$ cat config.mk
export PLATFORM = sky130hd
export DESIGN_NAME = adc_ram_ft245_uploader
export DESIGN_NICKNAME = d
export VERILOG_FILES = /design/src/rtl/ft245_pkg.sv /design/src/rtl/sync_2ff.sv /design/src/rtl/adc_ram_ft245_uploader.sv
export SDC_FILE = /design/constraint.sdc
export NUM_CORES = 1
export LEC_CHECK = 0
export ABC_CLOCK_PERIOD_IN_PS = 3180
export CAP_MARGIN = 30
export CORE_ASPECT_RATIO = 0.8
export CORE_MARGIN = 4
export CORE_UTILIZATION = 45
export CTS_CLUSTER_DIAMETER = 60
export DETAILED_ROUTE_END_ITERATION = 10
export GPL_ROUTABILITY_DRIVEN = 0
export GPL_TIMING_DRIVEN = 0
export HOLD_SLACK_MARGIN = 0.05
export PLACE_DENSITY = 0.78
export SYNTH_ARGS = -nofsm -noshare
export SYNTH_HDL_FRONTEND = slang
export SYNTH_SLANG_ARGS = --single-unit
$ cat constraint.sdc
create_clock -name CLK -period 3.18 [get_ports CLK]
set_input_delay 0.636 -clock CLK [delete_from_list [all_inputs] [get_ports CLK]]
set_output_delay 0.636 -clock CLK [all_outputs]
set_load 0.03 [all_outputs]
$ cat src/rtl/ft245_pkg.sv
// Shared FT245 definitions: uploader state encoding, byte-select encoding and
// default write-strobe timing for the FT245 asynchronous FIFO interface.
package ft245_pkg;

  typedef enum logic [2:0] {
    ST_IDLE,
    ST_FETCH,
    ST_WAIT_TXE,
    ST_SETUP,
    ST_STROBE,
    ST_GAP,
    ST_DONE
  } upl_state_e;

  typedef enum logic [1:0] {
    SEL_HDR0,
    SEL_HDR1,
    SEL_LO,
    SEL_HI
  } byte_sel_e;

  localparam logic [15:0] DEFAULT_SYNC_WORD       = 16'hA55A;
  localparam int          DEFAULT_WR_PULSE_CYCLES = 3;
  localparam int          DEFAULT_WR_GAP_CYCLES   = 2;
  localparam int          TIMER_WIDTH             = 8;

endpackage

$ cat src/rtl/sync_2ff.sv
// Generic two-flop synchronizer with a configurable reset value.
module sync_2ff #(
  parameter int               WIDTH       = 1,
  parameter logic [WIDTH-1:0] RESET_VALUE = '0
) (
  input  logic             i_clk,
  input  logic             i_rst,
  input  logic [WIDTH-1:0] i_d,
  output logic [WIDTH-1:0] o_q
);

  logic [WIDTH-1:0] r_meta;
  logic [WIDTH-1:0] r_sync;

  always_ff @(posedge i_clk) begin
    if (i_rst) begin
      r_meta <= RESET_VALUE;
      r_sync <= RESET_VALUE;
    end else begin
      r_meta <= i_d;
      r_sync <= r_meta;
    end
  end

  assign o_q = r_sync;

endmodule

$ cat src/rtl/adc_ram_ft245_uploader.sv
// Streams a finished ADC capture from RAM port B to the FT245 write FIFO:
// optional 2-byte sync header, then every 16-bit sample low byte first.
module adc_ram_ft245_uploader
  import ft245_pkg::*;
#(
  parameter int                    ADDR_WIDTH      = 10,
  parameter logic [ADDR_WIDTH-1:0] SAMPLING_NUM    = 10'd1023,
  parameter bit                    SEND_HEADER     = 1'b1,
  parameter logic [15:0]           SYNC_WORD       = DEFAULT_SYNC_WORD,
  parameter int                    WR_PULSE_CYCLES = DEFAULT_WR_PULSE_CYCLES,
  parameter int                    WR_GAP_CYCLES   = DEFAULT_WR_GAP_CYCLES
) (
  input  logic                  CLK,
  input  logic                  RST,
  input  logic                  START,
  output logic [ADDR_WIDTH-1:0] RAM_RD_ADDR,
  input  logic [15:0]           RAM_DATA_IN,
  input  logic                  FT_TXE_N,
  output logic                  FT_WR,
  output logic [7:0]            FT_DATA,
  output logic                  FT_DATA_OE,
  output logic                  BUSY,
  output logic                  UPLOAD_DONE
);

  localparam logic [TIMER_WIDTH-1:0] PULSE_LAST = TIMER_WIDTH'(WR_PULSE_CYCLES - 1);
  localparam logic [TIMER_WIDTH-1:0] GAP_LAST   = TIMER_WIDTH'(WR_GAP_CYCLES - 1);

  upl_state_e              r_state, w_state_next;
  byte_sel_e               r_sel, w_sel_next;
  logic [TIMER_WIDTH-1:0]  r_cnt, w_cnt_next;
  logic [ADDR_WIDTH-1:0]   r_addr, w_addr_next;
  logic [15:0]             r_word, w_word_next;
  logic                    r_wr, w_wr_next;
  logic [7:0]              r_data, w_data_next;
  logic                    r_oe, w_oe_next;
  logic                    r_busy, w_busy_next;
  logic                    r_done, w_done_next;
  logic                    w_txe_s;
  logic [7:0]              w_sel_byte;

  // Until the synchronizer has seen the pin, treat the FIFO as full.
  sync_2ff #(
    .WIDTH       (1),
    .RESET_VALUE (1'b1)
  ) u_txe_sync (
    .i_clk (CLK),
    .i_rst (RST),
    .i_d   (FT_TXE_N),
    .o_q   (w_txe_s)
  );

  always_comb begin
    case (r_sel)
      SEL_HDR0: w_sel_byte = SYNC_WORD[7:0];
      SEL_HDR1: w_sel_byte = SYNC_WORD[15:8];
      SEL_LO:   w_sel_byte = r_word[7:0];
      default:  w_sel_byte = r_word[15:8];
    endcase
  end

  always_ff @(posedge CLK) begin
    if (RST) begin
      r_state <= ST_IDLE;
      r_sel   <= SEL_HDR0;
      r_cnt   <= '0;
      r_addr  <= '0;
      r_word  <= '0;
      r_wr    <= 1'b0;
      r_data  <= 8'h00;
      r_oe    <= 1'b0;
      r_busy  <= 1'b0;
      r_done  <= 1'b0;
    end else begin
      r_state <= w_state_next;
      r_sel   <= w_sel_next;
      r_cnt   <= w_cnt_next;
      r_addr  <= w_addr_next;
      r_word  <= w_word_next;
      r_wr    <= w_wr_next;
      r_data  <= w_data_next;
      r_oe    <= w_oe_next;
      r_busy  <= w_busy_next;
      r_done  <= w_done_next;
    end
  end

  // Outputs are registered, so each branch sets the values for the state being entered.
  always_comb begin
    w_state_next = r_state;
    w_sel_next   = r_sel;
    w_cnt_next   = r_cnt;
    w_addr_next  = r_addr;
    w_word_next  = r_word;
    w_wr_next    = 1'b0;
    w_data_next  = r_data;
    w_oe_next    = r_oe;
    w_busy_next  = r_busy;
    w_done_next  = 1'b0;
    case (r_state)
      ST_IDLE: begin
        if (START) begin
          w_addr_next = '0;
          w_cnt_next  = '0;
          w_busy_next = 1'b1;
          if (SEND_HEADER) begin
            w_state_next = ST_WAIT_TXE;
            w_sel_next   = SEL_HDR0;
          end else begin
            w_state_next = ST_FETCH;
            w_sel_next   = SEL_LO;
          end
        end
      end
      ST_FETCH: begin
        if (r_cnt == '0) begin
          w_cnt_next = r_cnt + 1'b1;
        end else begin
          w_cnt_next   = '0;
          w_word_next  = RAM_DATA_IN;
          w_sel_next   = SEL_LO;
          w_state_next = ST_WAIT_TXE;
        end
      end
      ST_WAIT_TXE: begin
        if (!w_txe_s) begin
          w_state_next = ST_SETUP;
          w_data_next  = w_sel_byte;
          w_oe_next    = 1'b1;
        end
      end
      ST_SETUP: begin
        w_state_next = ST_STROBE;
        w_cnt_next   = '0;
        w_wr_next    = 1'b1;
      end
      ST_STROBE: begin
        if (r_cnt == PULSE_LAST) begin
          w_state_next = ST_GAP;
          w_cnt_next   = '0;
        end else begin
          w_cnt_next = r_cnt + 1'b1;
          w_wr_next  = 1'b1;
        end
      end
      ST_GAP: begin
        if (r_cnt != GAP_LAST) begin
          w_cnt_next = r_cnt + 1'b1;
        end else begin
          w_cnt_next = '0;
          case (r_sel)
            SEL_HDR0: begin
              w_sel_next   = SEL_HDR1;
              w_state_next = ST_WAIT_TXE;
            end
            SEL_HDR1: begin
              w_sel_next   = SEL_LO;
              w_state_next = ST_FETCH;
            end
            SEL_LO: begin
              w_sel_next   = SEL_HI;
              w_state_next = ST_WAIT_TXE;
            end
            default: begin
              // Compare, never wrap: the last address ends the run.
              if (r_addr == SAMPLING_NUM) begin
                w_state_next = ST_DONE;
                w_done_next  = 1'b1;
                w_oe_next    = 1'b0;
                w_busy_next  = 1'b0;
              end else begin
                w_addr_next  = r_addr + 1'b1;
                w_sel_next   = SEL_LO;
                w_state_next = ST_FETCH;
              end
            end
          endcase
        end
      end
      ST_DONE: begin
        w_state_next = ST_IDLE;
      end
      default: begin
        w_state_next = ST_IDLE;
      end
    endcase
  end

  assign RAM_RD_ADDR = r_addr;
  assign FT_WR       = r_wr;
  assign FT_DATA     = r_data;
  assign FT_DATA_OE  = r_oe;
  assign BUSY        = r_busy;
  assign UPLOAD_DONE = r_done;

endmodule

Yosys cells after proc, flatten, opt, wreduce, memory -nomap -nowiden
Index checks and enable logic that the tools add are counted.
{ "totals": {"reg_bits": 53, "in_bits": 20, "out_inout_bits": 22, "elab_cells": 89} }
{ "classes": {"addsub": 2, "eq_ne": 19, "mux": 35, "bitwise": 3, "reduce_logical": 18} }
{ "op_table": {"columns": ["op", "count"], "rows": [
  ["$mux 10", 4],
  ["$pmux 8 s5", 1],
  ["$mux 8", 4],
  ["$reduce_and 5->1", 5],
  ["$pmux 8 s3", 1],
  ["$pmux 10 s2", 1],
  ["$mux 3", 6],
  ["$pmux 3 s6", 1],
  ["$ne 2x2->1 const B", 8],
  ["$pmux 2 s3", 2],
  ["$add 10x1->10 const B", 1],
  ["$eq 10x10->1 const B", 1],
  ["$add 8x1->8 const B", 1],
  ["$eq 8x2->1 const B", 1],
  ["$logic_not 8->1", 1],
  ["$mux 2", 4],
  ["$ne 8x1->1 const B", 1],
  ["$mux 1", 7],
  ["$eq 3x2->1 const B", 2],
  ["$eq 3x3->1 const B", 2],
  ["$pmux 1 s2", 3],
  ["$pmux 3 s2", 1],
  ["$reduce_and 2->1", 3],
  ["$reduce_or 6->1", 1],
  ["other kinds (12)", 15]
]} }

Depth between registers and ports, before layout
{ "depth": {"ltp_word": 5, "ltp_mapped": 8, "mapped_depth_nobuf": 7} }

Modules after synthesis
A second synthesis with hierarchy kept.
{ "hier_totals": {"hier_cells": 282, "area_unflattened_um2": 2427.3} }
{ "by_module_without_submodules": {"columns": ["mod", "n_inst", "cells_each", "area_each_um2", "seq_area_each_um2"], "rows": [
  ["adc_ram_ft245_uploader", 1, 278, 2374.8, 1021.0],
  ["sync_2ff", 1, 4, 52.6, 40.0]
]} }

Least setup slack after synthesis
Ideal clock, no wire load.
{ "synth_timing": {"path_type": "flip-flop to flip-flop", "start": "reg r_cnt[0]", "end": "reg r_addr[7] (netlist: RAM_RD_ADDR[7])", "setup_time_ps": 70, "t_arrival_ps": 2179, "t_required_ps": 3110, "slack_ps": 932, "stages_incl_launch_ff": 8, "path_buffers": 1, "period_less_slack_ps": 2248, "path_cell_list": "dfxtp_1 -> ha_1 -> or3b_2 -> nor4_4 -> o21ai_2 -> buf_6 -> or4_1 -> a21oi_1"} }
{ "synth_via": {"elab_chain_cells": 3} }
{ "synth_lines": {"columns": ["element", "line_no", "text"], "rows": [
  ["from (decl)", "adc_ram_ft245_uploader.sv:31", "logic [TIMER_WIDTH-1:0] r_cnt, w_cnt_next;"],
  ["from (signal assigned)", "adc_ram_ft245_uploader.sv:77", "r_cnt <= w_cnt_next;"],
  ["$ne 8x1->1", "adc_ram_ft245_uploader.sv:147", "if (r_cnt != GAP_LAST) begin"],
  ["$ne 2x2->1 (no line)", null, null],
  ["$reduce_and 5->1 (no line)", null, null],
  ["to (signal assigned)", "adc_ram_ft245_uploader.sv:78", "r_addr <= w_addr_next;"],
  ["to (decl)", "adc_ram_ft245_uploader.sv:32", "logic [ADDR_WIDTH-1:0] r_addr, w_addr_next;"]
]} }
No other way between the ends.
A chain may end at the register's enable or synchronous reset.

Final worst setup path
{ "layout_timing": {"start": "reg r_cnt[0]", "end": "reg r_word[11]"} }
{ "layout_via": {"elab_chain_cells": 3} }
{ "layout_lines": {"columns": ["element", "line_no", "text"], "rows": [
  ["$logic_not 8->1", "adc_ram_ft245_uploader.sv:116", "if (r_cnt == '0) begin"],
  ["$not 1->1 (no line)", null, null],
  ["$reduce_and 2->1 (no line)", null, null],
  ["to (signal assigned)", "adc_ram_ft245_uploader.sv:79", "r_word <= w_word_next;"],
  ["to (decl)", "adc_ram_ft245_uploader.sv:33", "logic [15:0] r_word, w_word_next;"]
]} }
No other way between the ends.

==> reports/summary.md <==
The floorplan step defined a die boundary enclosing 6630 um2. The die is 73.6 um tall. The clock period could shrink to 2.62 ns.

The number of max-slew violations in the final report is 0. The maximum clock path buffer count was 2; the detailed-route vias per instance was 5.47. Across all layers, the routed design uses 2095 vias. In this run the cell area of the synthesized design comes to 2420 um2. The global-route wire length before repair was 8.96 mm. The final hold slack is 0.416 ns, and the power per cell area is 553 nW/um2.

The worst-case IR drop observed on VDD is 290 uV. After detailed routing, the number of remaining DRC violations is 0. The tools report the startpoint of the most critical register-to-register path as r_cnt[0].

The repair_antennas step left the layout with diodes totalling 0. The tightest slew margin relative to the limit came out at 0.312. On the worst path, the slowest cell contributes a delay of 0.77 ns.

The critical path in this run is classified as reg2reg. The met3 global-route usage was 0.0358. For the worst-skew pair, the clock arrives at the later sink with an insertion delay of 0.30 ns. Instance count of the mapped netlist: 272.

After global routing the overflow that remains totals 0. The layout overhead on the synthesized area was 24.7%. Dividing the detail-routed wire length by the instance count gives 13.7 um. The worst setup path is launched from a flip-flop. CTS built an H-tree with a depth of 2.

A synthesized cell averages 8.91 um2. The all-layer global routing usage came out at 0.164. The tool flagged a number of max-cap violations equal to 0. The floorplan core area was 5120 um2. The worst reg2reg path depth is 7.

The highest attainable clock frequency was 382 MHz. The buffers inserted during post-CTS setup optimization was 0. Worst path arrival time: 2.80 ns. The ratio of final minimum period to clock period was 0.823. The run gives 0 as the number of gates resized after cts. The most congested layer reported by global routing was met2. The effective utilization at floorplan is 0.473, and the number of buffers inserted during clock tree synthesis is 5.

The proportion of synthesized flip-flops having asynchronous set or reset was 0; the number of global-route vias before repair was 1967. Row generation in the floorplan step produced 23 rows. In this run the horizontal extent of the chip is 90.1 um. For the global routing usage on met2, the log shows 0.262.

The net count of the finished layout is 345. The area share of the largest cell type after synthesis is 0.438, and the required time of the critical path is 3.36 ns. Entering global routing, the biggest net connects 17 pins. Setup repair after global routing left no endpoint under its margin.

The layout cell share with drive strength beyond 1 was 0.0748; the number of synthesis warnings was 0. Synthesis produced a netlist with a net count of 297. Of all nets on the critical path, the largest fanout is 10.

Port buffering added 41 buffers. Setup violations remaining at the end of the flow were counted as 0. The run gives 108 as the number of violations reported at the end of detailed-routing iteration 0. The worst min-delay path category is reg2reg.

The top cell types in the final layout, fill and taps aside, are dfxtp_1, nor2_1, clkdlybuf4s50_1. The library cell used most frequently in the layout, excluding fill and tap cells, is dfxtp_1. TritonCTS built the clock tree. The biggest area contributor in the post-synthesis netlist is dfxtp_1. Once detailed placement completed, the half-perimeter wirelength came to 3.86 mm. The worst setup path is captured at a flip-flop. The run finished with clean final reports.

The count of hold-fix buffers inserted at cts was 0; the worst-margin pin slew was 1.02 ns. In this run the count of I/O pins placed on the die edge is 42. In this run the most critical hold path is launched from u_txe_sync.r_meta. The first TritonRoute pass finished after 5 iterations.

Fill cells in the final layout number 471. The tools report the worst slack after detailed placement as 0.566 ns. The tools report the reg-to-reg critical path endpoint as r_word[11].

Synthesis inferred 53 register bits. For this design, the slowest cell found on the critical path is nor4_2. The global routing usage on met1 came out at 0.224. The worst setup slack for register-to-register paths is 0.56 ns.

The netlist uses 50 different library cells. The post-CTS clock slew at the launch and capture registers of the worst setup and hold paths came out at 0.09 ns. The most common flop cell mapped by yosys was dfxtp_1.

Between clock sinks in the finished design, the worst skew comes to 0.00437 ns. The worst hold path terminates at u_txe_sync.o_q. The sequential share of the synthesized area is 0.438.

Slack of the critical path: 0.562 ns. The tools report the initial antenna violation count as 0. In this run the remaining antenna-violating nets after routing total 0. The routed wire length was 5.23 mm; the final hold violation count was 0. In this run, synthesis inferred 0 flip-flops with an integrated enable. The critical path goes through inv_1 -> ha_1 -> and3_1 -> nor4_2 -> buf_2 -> mux2i_1 -> nor2_1. Setup total negative slack on the finished layout was measured at 0 ns.

Sink count of the clock tree: 53. By area the synthesized netlist is led by dfxtp_1, nor2_1, mux2i_1, o21ai_0, xor2_1. The worst hold path depth came out at 1.

In this run the clock root is driven by a clkbuf_8. For this design the static power due to leakage is 0.00106 uW.
cells in the mapped netlist (2+ instances only):
cell type,n
nand4_1,8
nor2_1,52
clkbuf_1,9
xor2_1,8
o31ai_1,3
buf_2,2
or4_1,5
and3_2,2
a21oi_1,12
nand2_1,17
or3b_2,2
nand2b_1,6
o211ai_1,2
or2_2,3
mux2i_1,18
dfxtp_1,53
and2_1,3
nand3b_1,2
nand3_1,3
o21ai_0,15
and4_1,2
a211oi_1,5
and3_1,3
inv_1,7
ha_1,5
flip-flops by register name, summed over array words and instances, names as in the netlist:
name	flops
r_word	16
RAM_RD_ADDR	10
FT_DATA	8
r_cnt	8
r_state	3
r_sel	2
BUSY	1
FT_DATA_OE	1
FT_WR	1
UPLOAD_DONE	1
u_txe_sync.o_q	1
u_txe_sync.r_meta	1
metal layers:
layer	share of wire	wire length, um	vias to the layer above
met4	0.0088	46	0
met2	0.43	2240	56
met3	0.056	293	4
li1	-	-	1067
met5	0	0	-
met1	0.51	2650	968
report_power, final:
group / internal (uW) / switching [uW]
clock network: 236 / 218
logic: 196 / 265
registers: 711 / 46.8
how the worst max path moves through the flow:
stage | from | slack, ns | depth (start not counted) | endpoint
6_report | r_cnt[0] | 0.56 | 7 | r_word[11]
4_1_cts | r_cnt[0] | 0.56 | 7 | r_word[11]
5_1_grt | r_cnt[0] | 0.40 | 7 | r_word[12]
2_1_floorplan | r_cnt[0] | 0.93 | 7 | RAM_RD_ADDR[7]
3_5_place_dp | r_cnt[0] | 0.57 | 7 | r_word[11]
3_3_place_gp | START | 0.65 | 6 | RAM_RD_ADDR[7]
stage by stage:
step	power (uW)	instances	util	cell area, um2
final	1670	383	0.590	3020
after global routing	1760	383	0.590	3020
after CTS	1680	383	0.590	3020
after detailed placement	1230	375	0.568	2910
after global placement	1220	375	0.568	2910
after floorplan	1100	272	-	2420
worst max-delay path, delay by kind of cell, from the launching register on:
kind / cells / cell delay (ns)
buffers and inverters: 2 / 0.57
muxes: 1 / 0.25
DFF: 1 / 0.46
and+or+nand+nor: 3 / 0.99
adders and majority gates: 1 / 0.23
cells by family after synthesis:
| kind of cell | count (synthesis) | synth area share |
|---|---|---|
| muxes | 18 | 0.0743 |
| adders and majority gates | 5 | 0.0258 |
| AOI/OAI and AO/OA | 52 | 0.142 |
| xor gates and xnor gates | 9 | 0.0325 |
| and+or+nand+nor | 115 | 0.252 |
| buffers and inverters | 20 | 0.0351 |
| DFF | 53 | 0.438 |
cell type report:
type	instances	area [um2]	share of cell area
multi-input cells	199	1280	0.423
clock inverters	2	38.8	0.0128
flip-flops and latches	53	1060	0.351
plain buffers	13	58.8	0.0195
inverters	7	26.3	0.00869
clock buffers	6	72.6	0.0240
repair buffers	41	410	0.136
well taps	62	77.6	0.0257
(Power assumes the default switching activity.)
